--- src/rtl/div_seq_pkg.sv ---
// Shared definitions for the sequential divider: controller state encoding and default width.
// The ALU control decodes the same state values.
package div_seq_pkg;

   localparam int DIV_WIDTH = 32;

   typedef enum logic [1:0] {
      S_IDLE = 2'd0,
      S_RUN  = 2'd1,
      S_FIX  = 2'd2,
      S_DONE = 2'd3
   } state_e;

endpackage

--- src/rtl/div_step.sv ---
// One restoring division step: shift the next dividend bit into the partial remainder and
// subtract the divisor, keeping the difference only when it did not borrow.
module div_step
   import div_seq_pkg::*;
#(
   parameter int WIDTH = DIV_WIDTH
)
(
   input  logic [WIDTH:0]   rem,
   input  logic             q_msb,
   input  logic [WIDTH-1:0] div,
   output logic [WIDTH:0]   rem_next,
   output logic             q_bit
);

   logic [WIDTH+1:0] shifted;
   logic [WIDTH+1:0] diff;

   // One guard bit above the shifted remainder turns the top of diff into a clean borrow flag.
   always_comb begin
      shifted  = {rem, q_msb};
      diff     = shifted - {2'b00, div};
      q_bit    = ~diff[WIDTH+1];
      rem_next = q_bit ? diff[WIDTH:0] : shifted[WIDTH:0];
   end

endmodule

--- src/rtl/div_seq.sv ---
// Sequential signed divider: magnitude restoring division over WIDTH clocks, then a sign fix-up.
// Result bus is {remainder, quotient}, matching the multiplier's {HI, LO} layout.
module div_seq
   import div_seq_pkg::*;
#(
   parameter int WIDTH = DIV_WIDTH
)
(
   input  logic                 clk,
   input  logic                 clr_n,
   input  logic                 start,
   input  logic [WIDTH-1:0]     A,
   input  logic [WIDTH-1:0]     B,
   output logic                 busy,
   output logic                 done,
   output logic                 dz,
   output logic [2*WIDTH-1:0]   C
);

   localparam int CW = $clog2(WIDTH);

   state_e             state_q;
   logic [CW-1:0]      count_q;
   logic [WIDTH-1:0]   a_q;
   logic               sign_q_q;
   logic               dz_pend_q;
   logic [WIDTH-1:0]   div_q;
   logic [WIDTH-1:0]   q_q;
   logic [WIDTH:0]     rem_q;
   logic               busy_q;
   logic               done_q;
   logic               dz_q;
   logic [2*WIDTH-1:0] c_q;

   logic [WIDTH:0]     rem_d;
   logic               q_bit_d;
   logic [WIDTH-1:0]   a_mag;
   logic [WIDTH-1:0]   b_mag;
   logic [WIDTH-1:0]   fix_quot;
   logic [WIDTH-1:0]   fix_rem;

   div_step #(.WIDTH(WIDTH)) u_step (
      .rem      (rem_q),
      .q_msb    (q_q[WIDTH-1]),
      .div      (div_q),
      .rem_next (rem_d),
      .q_bit    (q_bit_d)
   );

   // Most negative operand maps to 2^(WIDTH-1), which is still exact as an unsigned magnitude.
   always_comb begin
      a_mag = A[WIDTH-1] ? -A : A;
      b_mag = B[WIDTH-1] ? -B : B;
   end

   // Remainder follows the dividend's sign; divide-by-zero yields all-ones and the dividend.
   always_comb begin
      fix_quot = sign_q_q ? -q_q : q_q;
      fix_rem  = a_q[WIDTH-1] ? -rem_q[WIDTH-1:0] : rem_q[WIDTH-1:0];
      if (dz_pend_q) begin
         fix_quot = '1;
         fix_rem  = a_q;
      end
   end

   always_ff @(posedge clk or negedge clr_n) begin
      if (!clr_n) begin
         state_q   <= S_IDLE;
         count_q   <= '0;
         a_q       <= '0;
         sign_q_q  <= 1'b0;
         dz_pend_q <= 1'b0;
         div_q     <= '0;
         q_q       <= '0;
         rem_q     <= '0;
         busy_q    <= 1'b0;
         done_q    <= 1'b0;
         dz_q      <= 1'b0;
         c_q       <= '0;
      end else begin
         done_q <= 1'b0;
         case (state_q)
            S_IDLE: begin
               if (start) begin
                  a_q       <= A;
                  sign_q_q  <= A[WIDTH-1] ^ B[WIDTH-1];
                  q_q       <= a_mag;
                  div_q     <= b_mag;
                  rem_q     <= '0;
                  count_q   <= '0;
                  dz_pend_q <= (B == '0);
                  busy_q    <= 1'b1;
                  state_q   <= S_RUN;
               end
            end
            S_RUN: begin
               rem_q   <= rem_d;
               q_q     <= {q_q[WIDTH-2:0], q_bit_d};
               count_q <= count_q + CW'(1);
               if (count_q == CW'(WIDTH - 1)) begin
                  state_q <= S_FIX;
               end
            end
            S_FIX: begin
               q_q     <= fix_quot;
               rem_q   <= {1'b0, fix_rem};
               state_q <= S_DONE;
            end
            S_DONE: begin
               c_q     <= {rem_q[WIDTH-1:0], q_q};
               dz_q    <= dz_pend_q;
               done_q  <= 1'b1;
               busy_q  <= 1'b0;
               state_q <= S_IDLE;
            end
            default: state_q <= S_IDLE;
         endcase
      end
   end

   assign busy = busy_q;
   assign done = done_q;
   assign dz   = dz_q;
   assign C    = c_q;

endmodule

--- config.mk ---
export PLATFORM = sky130hd
export DESIGN_NAME = div_seq
export DESIGN_NICKNAME = d
export VERILOG_FILES = /design/src/rtl/div_seq_pkg.sv /design/src/rtl/div_step.sv /design/src/rtl/div_seq.sv
export SDC_FILE = /design/constraint.sdc
export NUM_CORES = 1
export LEC_CHECK = 0
export CORE_MARGIN = 5
export CORE_UTILIZATION = 25
export DETAILED_ROUTE_END_ITERATION = 8
export GPL_TIMING_DRIVEN = 0
export MAX_ROUTING_LAYER = met4
export SYNTH_ARGS = -nofsm -noshare
export SYNTH_HDL_FRONTEND = slang
export SYNTH_HIERARCHICAL = 1
export SYNTH_SLANG_ARGS = --single-unit
--- constraint.sdc ---
create_clock -name clk -period 8.8 [get_ports clk]
set_input_delay 1.76 -clock clk [delete_from_list [all_inputs] [get_ports clk]]
set_output_delay 1.76 -clock clk [all_outputs]
set_load 0.03 [all_outputs]
**Word-level counts from Yosys, hierarchy flattened**

Cells that the tools add are included.

- Flip-flop bits (word level): 205

- Add/sub/neg operators: 6
- Equality and inequality tests: 8
- Mux-type cells: 19
- Bitwise logic cells: 2
- Reduce and logical (&&, ||, !) cells: 12

Operators with widths:

| operator | count |
|---|---|
| two-way mux 32 bit | 7 |
| negator 32 bit | 4 |
| case mux 33 bit (3 select lines) | 1 |
| case mux 32 bit (3 select lines) | 1 |
| two-way mux 33 bit | 2 |
| subtractor 34 x 32 -> 34 bit | 1 |
| logical NOT 32 bit | 1 |
| case mux 5 bit (2 select lines) | 1 |
| AND reduction 2 bit | 5 |
| case mux 2 bit (4 select lines) | 1 |
| inequality test 3 bit, second input constant | 2 |
| AND reduction 3 bit | 2 |
| adder 5 x 1 -> 5 bit, second input constant | 1 |
| equality test 5 bit, second input constant | 1 |
| two-way mux 5 bit | 1 |
| equality test 2 bit, second input constant | 2 |
| two-way mux 2 bit | 2 |
| inequality test 2 bit, second input constant | 2 |
| nonzero test 2 bit | 2 |
| nonzero test 3 bit | 1 |
| equality test 2 x 1 -> 1 bit, second input constant | 1 |
| logical NOT 2 bit | 1 |
| two-way mux 1 bit | 2 |
| case mux 1 bit (2 select lines) | 1 |
| 2 further kinds | 2 |

**Longest topological paths before layout**

Gate-level depths: netlist of the first run.

- Word-level depth: 4
- Gate-level depth with buffers: 19
- Mapped depth without buffers: 17

**Modules after synthesis**

The synthesis of the first run kept the hierarchy.

Modules (own cells, without submodules):

| module | times used | cells an instance | area an instance (µm²) |
|---|---|---|---|
| div_seq | 1 | 1204 | 11512.3 |
| div_step | 1 | 306 | 2213.4 |

**Worst setup path after synthesis of the first run**

OpenSTA, ideal clock, no wires.

- Path kind: input -> register
- From: input B[0]
- To: register div_q[26]
- Setup time: 0.134 ns
- Arrival: 3.682 ns
- Path slack: 4.984 ns
- Stages on the path: 8
- Path through: inv_1 -> ha_1 -> or3b_2 -> nor4_1 -> nand4_1 -> o31ai_1 -> xor2_1 -> o21ai_0

- Longest elaborated chain between the ends: 2

Ends and longest elaborated chain:

| item | RTL line | text |
|---|---|---|
| start: declaration | div_seq.sv:13 | `input logic [WIDTH-1:0] B,` |
| negator 32 bit | div_seq.sv:53 | `b_mag = B[WIDTH-1] ? -B : B;` |
| two-way mux 32 bit | div_seq.sv:53 |  |
| end signal: assignment | div_seq.sv:88 | `div_q <= b_mag;` |
| end: declaration | div_seq.sv:27 | `logic [WIDTH-1:0] div_q;` |

Every way passes these cells.
A chain may end at the register's enable or synchronous reset.

**Final worst setup path of the first run**

- From: input start
- To: register q_q[1]

- Longest elaborated chain between the ends: 2

Ends and longest elaborated chain:

| item | RTL line | text |
|---|---|---|
| start: declaration | div_seq.sv:11 | `input logic start,` |
| inequality test 2 bit (no line) | - |  |
| AND reduction 3 bit (no line) | - |  |
| end signal: assignment | div_seq.sv:87 | `q_q <= a_mag;` |
| end signal: assignment | div_seq.sv:98 | `q_q <= {q_q[WIDTH-2:0], q_bit_d};` |
| end signal: assignment | div_seq.sv:105 | `q_q <= fix_quot;` |
| end: declaration | div_seq.sv:28 | `logic [WIDTH-1:0] q_q;` |

Every way passes these cells.

==> impl_metrics.ini, run 1 <==
[run_status]
status = finished, final reports clean

[clock_tree]
cts_tree = yes
path_clk_slew_ns = 0.06
clk_path_buf_depth = 3
cts-root-buf = clkbuf_16
clk_latency_ns = 0.55
htree_num_levels = 1
clock_sinks = 205
cts_resized = 0
holdBufCountCts = 0
numCtsBuffers = 25
cts_setup_buffers = 0

[layout]
layout_commonest_cell = dfrtp_1
fin_util = 0.3109
final_cell_mix = dfrtp_1 (205), o21ai_0 (141), nand2_1 (133), clkdlybuf4s50_1 (132), mux2_2 (101)
layout.nets = 1781
nFillCells = 5548
syn_to_final_growth_pct = 22.63
stdcell_count = 2391
drive_gt1_frac = 0.1037

[synth]
synth-warning-count = 6
synthCells = 1510
synth_area_leaders = dfrtp_1 (37%), mux2_2 (8.3%), o21ai_0 (5.1%), xor2_1 (4.2%), ha_1 (3.8%)
async_flop_share = 1.000
synthFlopType = dfrtp_1
ys_types = 82
synth_top_area_frac = 0.3737
ys_seq_area_frac = 0.3737
synth_area_leader_cell = dfrtp_1
synth_area_um2 = 13730
synth_edf_count = 0
ys_seq_elements = 205
synth.avg_cell_area_um2 = 9.090
postSynthNetCount = 1620

[timing]
max-slew-margin-rel = 0.1195
fin_crit_ns = 4.647
setup_viol = 0
hold_violations = 0
fin_skew_ns = 0.01237
period_share = 0.5281
worstMarginPinSlew_ns = 1.311
slew_violations = 0
rsz0062_at_grt = false
timing.fmax_ghz = 0.2152

[worst_setup_path]
setup.worst_path.start_class = primary input
cp_data_required_time_ns = 9.20
critPathArrivalTime_ns = 5.05
endpoint = q_q[1]$_DFFE_PN0P_
rr_startpoint = rem_q[5]$_DFFE_PN0P_
critPathKind = primary input to register
reg2reg_to = rem_q[30]$_DFFE_PN0P_
crit_start = start
worstRegToRegCells = 18
r2r_slack_ns = 4.45
worst-path-max-fanout = 10
cp-end-kind = register

[route]
detail_route.wl_per_cell_um = 21.31
dr.pass1.iters = 8
wirelength_mm = 50.96
vias_per_cell = 5.293
route.vias.total = 12660
final_antenna_net_count = 0
drcViolationCount = 0
drtIter0Drc = 1134

[pwr]
combPwrFrac = 0.607
power_leakage_nw = 6.877
power_density_nw_per_um2 = 431.9
power_frac_clock = 0.150
p_seq_frac = 0.243
ir_drop_mv = 0.2070
intPower_mw = 3.801
sw_frac_of_total = 0.4771
switching_power_mw = 3.468

[global_route]
antenna_found_initial = 7
gr-total-overflow = 0
track_usage = 0.1690
grt_max_degree = 117
grt_first_pass_wirelength_mm = 77.93
grt_pass1_vias = 12930

[floorplanning]
die_w_um = 244.3
core_um2 = 54130
start_util = 0.2536
pin_count = 134
dieArea_um2 = 59690
die_h_um = 244.3
rows = 85

[flow_run]
drv_cap = 0

[placement]
place_congestion = 0.9114
placement.io_buffers = 133
hpwl_mm = 38.89
placedCellCount = 2340

[worst_hold_path]
hp-class = register to register
min_from = div_q[4]$_DFFE_PN0P_
-- worst min path at each step --
stage / end / depth (start not counted)
after floorplan: div_q[31]$_DFFE_PN0P_ / 2
after global placement: a_q[13]$_DFFE_PN0P_ / 2
after detailed placement: a_q[13]$_DFFE_PN0P_ / 2
after CTS: a_q[13]$_DFFE_PN0P_ / 2
after global routing: a_q[13]$_DFFE_PN0P_ / 2
final: div_q[4]$_DFFE_PN0P_ / 2
-- state kept, by name, indices dropped and copies added, names as in the netlist --
register and cells:
dz 1, done 1, busy 1, div_q 32, sign_q_q 1, count_q 5, state_q 2, dz_pend_q 1
C 64, rem_q 33, q_q 32, a_q 32
-- area by class of cell --
cell class                 instances  area [um^2]  share of cell area
clock buffer                      35        723.2             0.04297
clock inverter                     9        130.1            0.007731
buffer                            94        374.1             0.02223
sequential                       205         5130              0.3048
timing repair buffer             134         1364             0.08103
multi-input combinational       1155         8011              0.4760
inverter                          56        210.2             0.01249
antenna                            7        17.52            0.001041
tap                              696        870.8             0.05174
-- cell families (layout without fill, tap and decap cells) --
family	after synthesis	in the layout	synth area share
simple gates	448	448	0.1653
compound gates	436	436	0.2103
flops	205	205	0.3737
buf+inv	150	328	0.04257
mux	130	130	0.1058
xor+xnor	98	98	0.06253
fa+ha+maj	43	43	0.03974
other cells	0	7	0
-- synthesized netlist by cell type, drive strengths merged, types with 10 or more instances --
master and number:
dfrtp 205, o21ai 143, nand2 133, mux2 121
nor2 87, clkbuf 84, a21oi 76, xor2 66
inv 55, ha 42, nor3 39, nand3 32
xnor2 32, or3 29, o31ai 28, a21o 27
nor4 24, or4 19, a22oi 16, nand4 15
o21a 15, nor2b 14, o211ai 13, a211oi 11
a221oi 10, and3 10, buf 10
-- per-layer routing --
layer	vias up	global-route usage	wire [um]
met5	-	-	0
met4	0	0.05443	1536
met3	94	0.03964	3962
met2	445	0.2666	23340
met1	6226	0.2156	22120
li1	5891	-	-
-- through the flow --
step / cell area, um^2 / hold slack [ns] / power, mW / worst slack [ns] / TNS [ns]
floorplan: 13730 / 0.4432 / 4.666 / 4.984 / 0
global placement: 15930 / 0.4656 / 6.083 / -2.979 / -603.75
detailed placement: 15960 / 0.4695 / 6.143 / 3.644 / 0
CTS: 16810 / 0.4832 / 7.271 / 4.208 / 0
global route: 16830 / 0.4980 / 7.778 / 3.968 / 0
finish: 16830 / 0.4799 / 7.269 / 4.153 / 0
-- worst max-delay path, cell delays in order --
cell and delay (ns):
clkdlybuf4s50_1 0.72, nor2b_1 0.25, nor3_1 1.08, clkbuf_1 0.56
buf_1 0.50, o21ai_0 0.16
-- power by group through the flow --
stage	Clock (mW)	Sequential, mW	Combinational, mW
finish	1.09	1.76	4.41
global route	1.15	1.82	4.81
CTS	1.11	1.77	4.39
detailed placement	0	1.78	4.36
global placement	0	1.77	4.31
floorplan	0	1.88	2.78
Note: power is estimated with default switching activity, not from simulation.
==> run 2, diff against run 1 <==
- clock period: 8.8 -> 4.85 ns (I/O delays scaled with it)
==> results of run 2 <==
The final DEF is identical to that of run 1. Status: finished, final reports clean.
Among the figures that moved: setup slack after placement 3.644 ns -> 0.4843 ns; setup slack after layout 4.153 ns -> 0.5047 ns; hold slack 0.4799 ns -> 0.4561 ns; start point of the critical path start -> rem_q[5]$_DFFE_PN0P_; end point of the critical path q_q[1]$_DFFE_PN0P_ -> rem_q[30]$_DFFE_PN0P_; register-to-register setup slack 4.45 ns -> 0.50 ns; total power 7.269 mW -> 13.19 mW; worst IR drop on VDD 0.2070 mV -> 0.3755 mV
==> run 3, diff against run 2 <==
- CTS_BUF_LIST: not set -> sky130_fd_sc_hd__clkbuf_4
==> run 3 against run 2 <==
Against the previous run:
- clock skew grew 0.028 ns
- combinational power is essentially flat
- cell area shrank 0.81%
- sequential power is essentially flat
==> impl_metrics.ini, run 3 (same netlist as run 1, synthesis figures left out) <==
[run_status]
status = finished, final reports clean

[placement]
placed_area_um2 = 15960
placement.io_buffers = 133
place_congestion = 0.9114
placedCellCount = 2340
hpwl_mm = 38.89

[worst_hold_path]
hp-class = primary input to async pin

[global_route]
grt_pass1_vias = 13110
antenna_found_initial = 8
gr-total-overflow = 0
grt_first_pass_wirelength_mm = 78.11
grt_max_degree = 117
track_usage = 0.1699

[floorplanning]
dieArea_um2 = 59690
pin_count = 134
rows = 85
core_um2 = 54130
die_h_um = 244.3
die_w_um = 244.3
start_util = 0.2536

[layout]
largest_reg_flops = 64
layout.nets = 1814
final_cell_area_um2 = 16690
layout_commonest_cell = dfrtp_1
stdcell_count = 2450
final_cell_mix = dfrtp_1 (205), o21ai_0 (141), nand2_1 (133), clkdlybuf4s50_1 (132), mux2_2 (101)
drive_gt1_frac = 0.1271
syn_to_final_growth_pct = 21.63

[route]
drcViolationCount = 0
final_antenna_net_count = 0
route.vias.total = 13030
drtIter0Drc = 1269
vias_per_cell = 5.318
dr.pass1.iters = 6
detail_route.wl_per_cell_um = 20.85
wirelength_mm = 51.09

[clock_tree]
cts_setup_buffers = 0
htree_num_levels = 2
cts_tree = yes
clk_path_buf_depth = 3
numCtsBuffers = 58
holdBufCountCts = 0
clock_sinks = 205
clk_latency_ns = 0.74
path_clk_slew_ns = 0.07
cts_resized = 0
cts-root-buf = clkbuf_4

[timing]
max-slew-margin-rel = 0.1149
fin_crit_ns = 4.254
hold_violations = 0
timing.fmax_ghz = 0.2351
rsz0062_at_grt = false
slew_violations = 0
setup_viol = 0
worstMarginPinSlew_ns = 1.318
period_share = 0.8772
fin_skew_ns = 0.04087

[worst_setup_path]
critPathArrivalTime_ns = 4.92
rr_startpoint = rem_q[13]$_DFFE_PN0P_
worstRegToRegCells = 17
reg2reg_to = rem_q[30]$_DFFE_PN0P_
cp-end-kind = register
setup.worst_path.start_class = register
r2r_slack_ns = 0.60
worst-path-max-fanout = 10
critPathKind = register to register
cp_data_required_time_ns = 5.51

[pwr]
power_frac_clock = 0.125
sw_frac_of_total = 0.4924
power_leakage_nw = 6.881
combPwrFrac = 0.625
power_density_nw_per_um2 = 767.4
ir_drop_mv = 0.2476
switching_power_mw = 6.308
intPower_mw = 6.504
p_seq_frac = 0.250

[flow_run]
drv_cap = 0
==> run 3: cell types whose count changed in the layout (fill, tap and decap cells not counted), sizes merged <==
cell    delta
inv        -2
clkbuf    +44
clkinv    +18
bufinv     -2
diode      +1
==> run 3: worst max-delay path by stage <==
stage	startpoint	end	slack (ns)	depth (start not counted)
detailed placement	start	q_q[1]$_DFFE_PN0P_	0.48	6
floorplan	rem_q[5]$_DFFE_PN0P_	rem_q[30]$_DFFE_PN0P_	1.42	18
CTS	rem_q[5]$_DFFE_PN0P_	rem_q[30]$_DFFE_PN0P_	0.57	18
finish	rem_q[13]$_DFFE_PN0P_	rem_q[30]$_DFFE_PN0P_	0.60	17
global route	rem_q[5]$_DFFE_PN0P_	rem_q[30]$_DFFE_PN0P_	0.28	18
global placement	clr_n	div_q[29]$_DFFE_PN0P_	-6.14	1
==> run 3: layer usage <==
layer,track usage,share of wire,vias up
met3,0.04411,0.085,109
met4,0.05825,0.031,0
met5,-,0,-
met1,0.2145,0.43,6388
li1,-,-,6015
met2,0.2661,0.46,518
==> run 3: power by group through the flow <==
stage	clock [mW]	combinational [mW]	sequential [mW]
global route	1.74	8.72	3.30
floorplan	0	5.05	3.41
detailed placement	0	7.91	3.23
global placement	0	7.83	3.21
finish	1.60	8.01	3.20
CTS	1.66	7.96	3.20
==> run 3: area by class of cell <==
type	instances	area (um^2)
Clock buffer	79	593.1
Fill cell	5610	37440
Clock inverter	23	121.4
Inverter	56	210.2
Tap cell	696	870.8
Sequential cell	205	5130
Timing Repair Buffer	134	1364
Antenna cell	8	20.02
Multi-Input combinational cell	1155	8011
Buffer	94	374.1
==> run 3: per-stage QoR <==
| step | TNS [ns] | hold WS (ns) | power [mW] | utilization | setup slack, ns |
|---|---|---|---|---|---|
| 2_1_floorplan | 0 | 0.4432 | 8.467 | - | 1.418 |
| 3_3_place_gp | -1251.55 | 0.4656 | 11.04 | 0.2942 | -6.139 |
| 3_5_place_dp | 0 | 0.4695 | 11.15 | 0.2948 | 0.4843 |
| 4_1_cts | 0 | 0.2441 | 12.82 | 0.3080 | 0.5735 |
| 5_1_grt | 0 | 0.3002 | 13.76 | 0.3084 | 0.2773 |
| 6_report | 0 | 0.2747 | 12.81 | 0.3084 | 0.5958 |
==> run 3: worst max-delay path: stages (launching register included) <==
cell,delay (ns)
dfrtp_1,0.53
ha_1,0.48
nand4_1,0.16
or3b_1,0.42
a211oi_2,0.35
o31ai_1,0.13
and3_4,0.23
o31ai_4,0.18
xor2_1,0.32
buf_4,0.27
buf_6,0.17
nor2_1,0.05
a21oi_1,0.20
a21oi_1,0.12
nand2_1,0.11
a21oi_1,0.04
a211oi_1,0.24
o22a_1,0.18
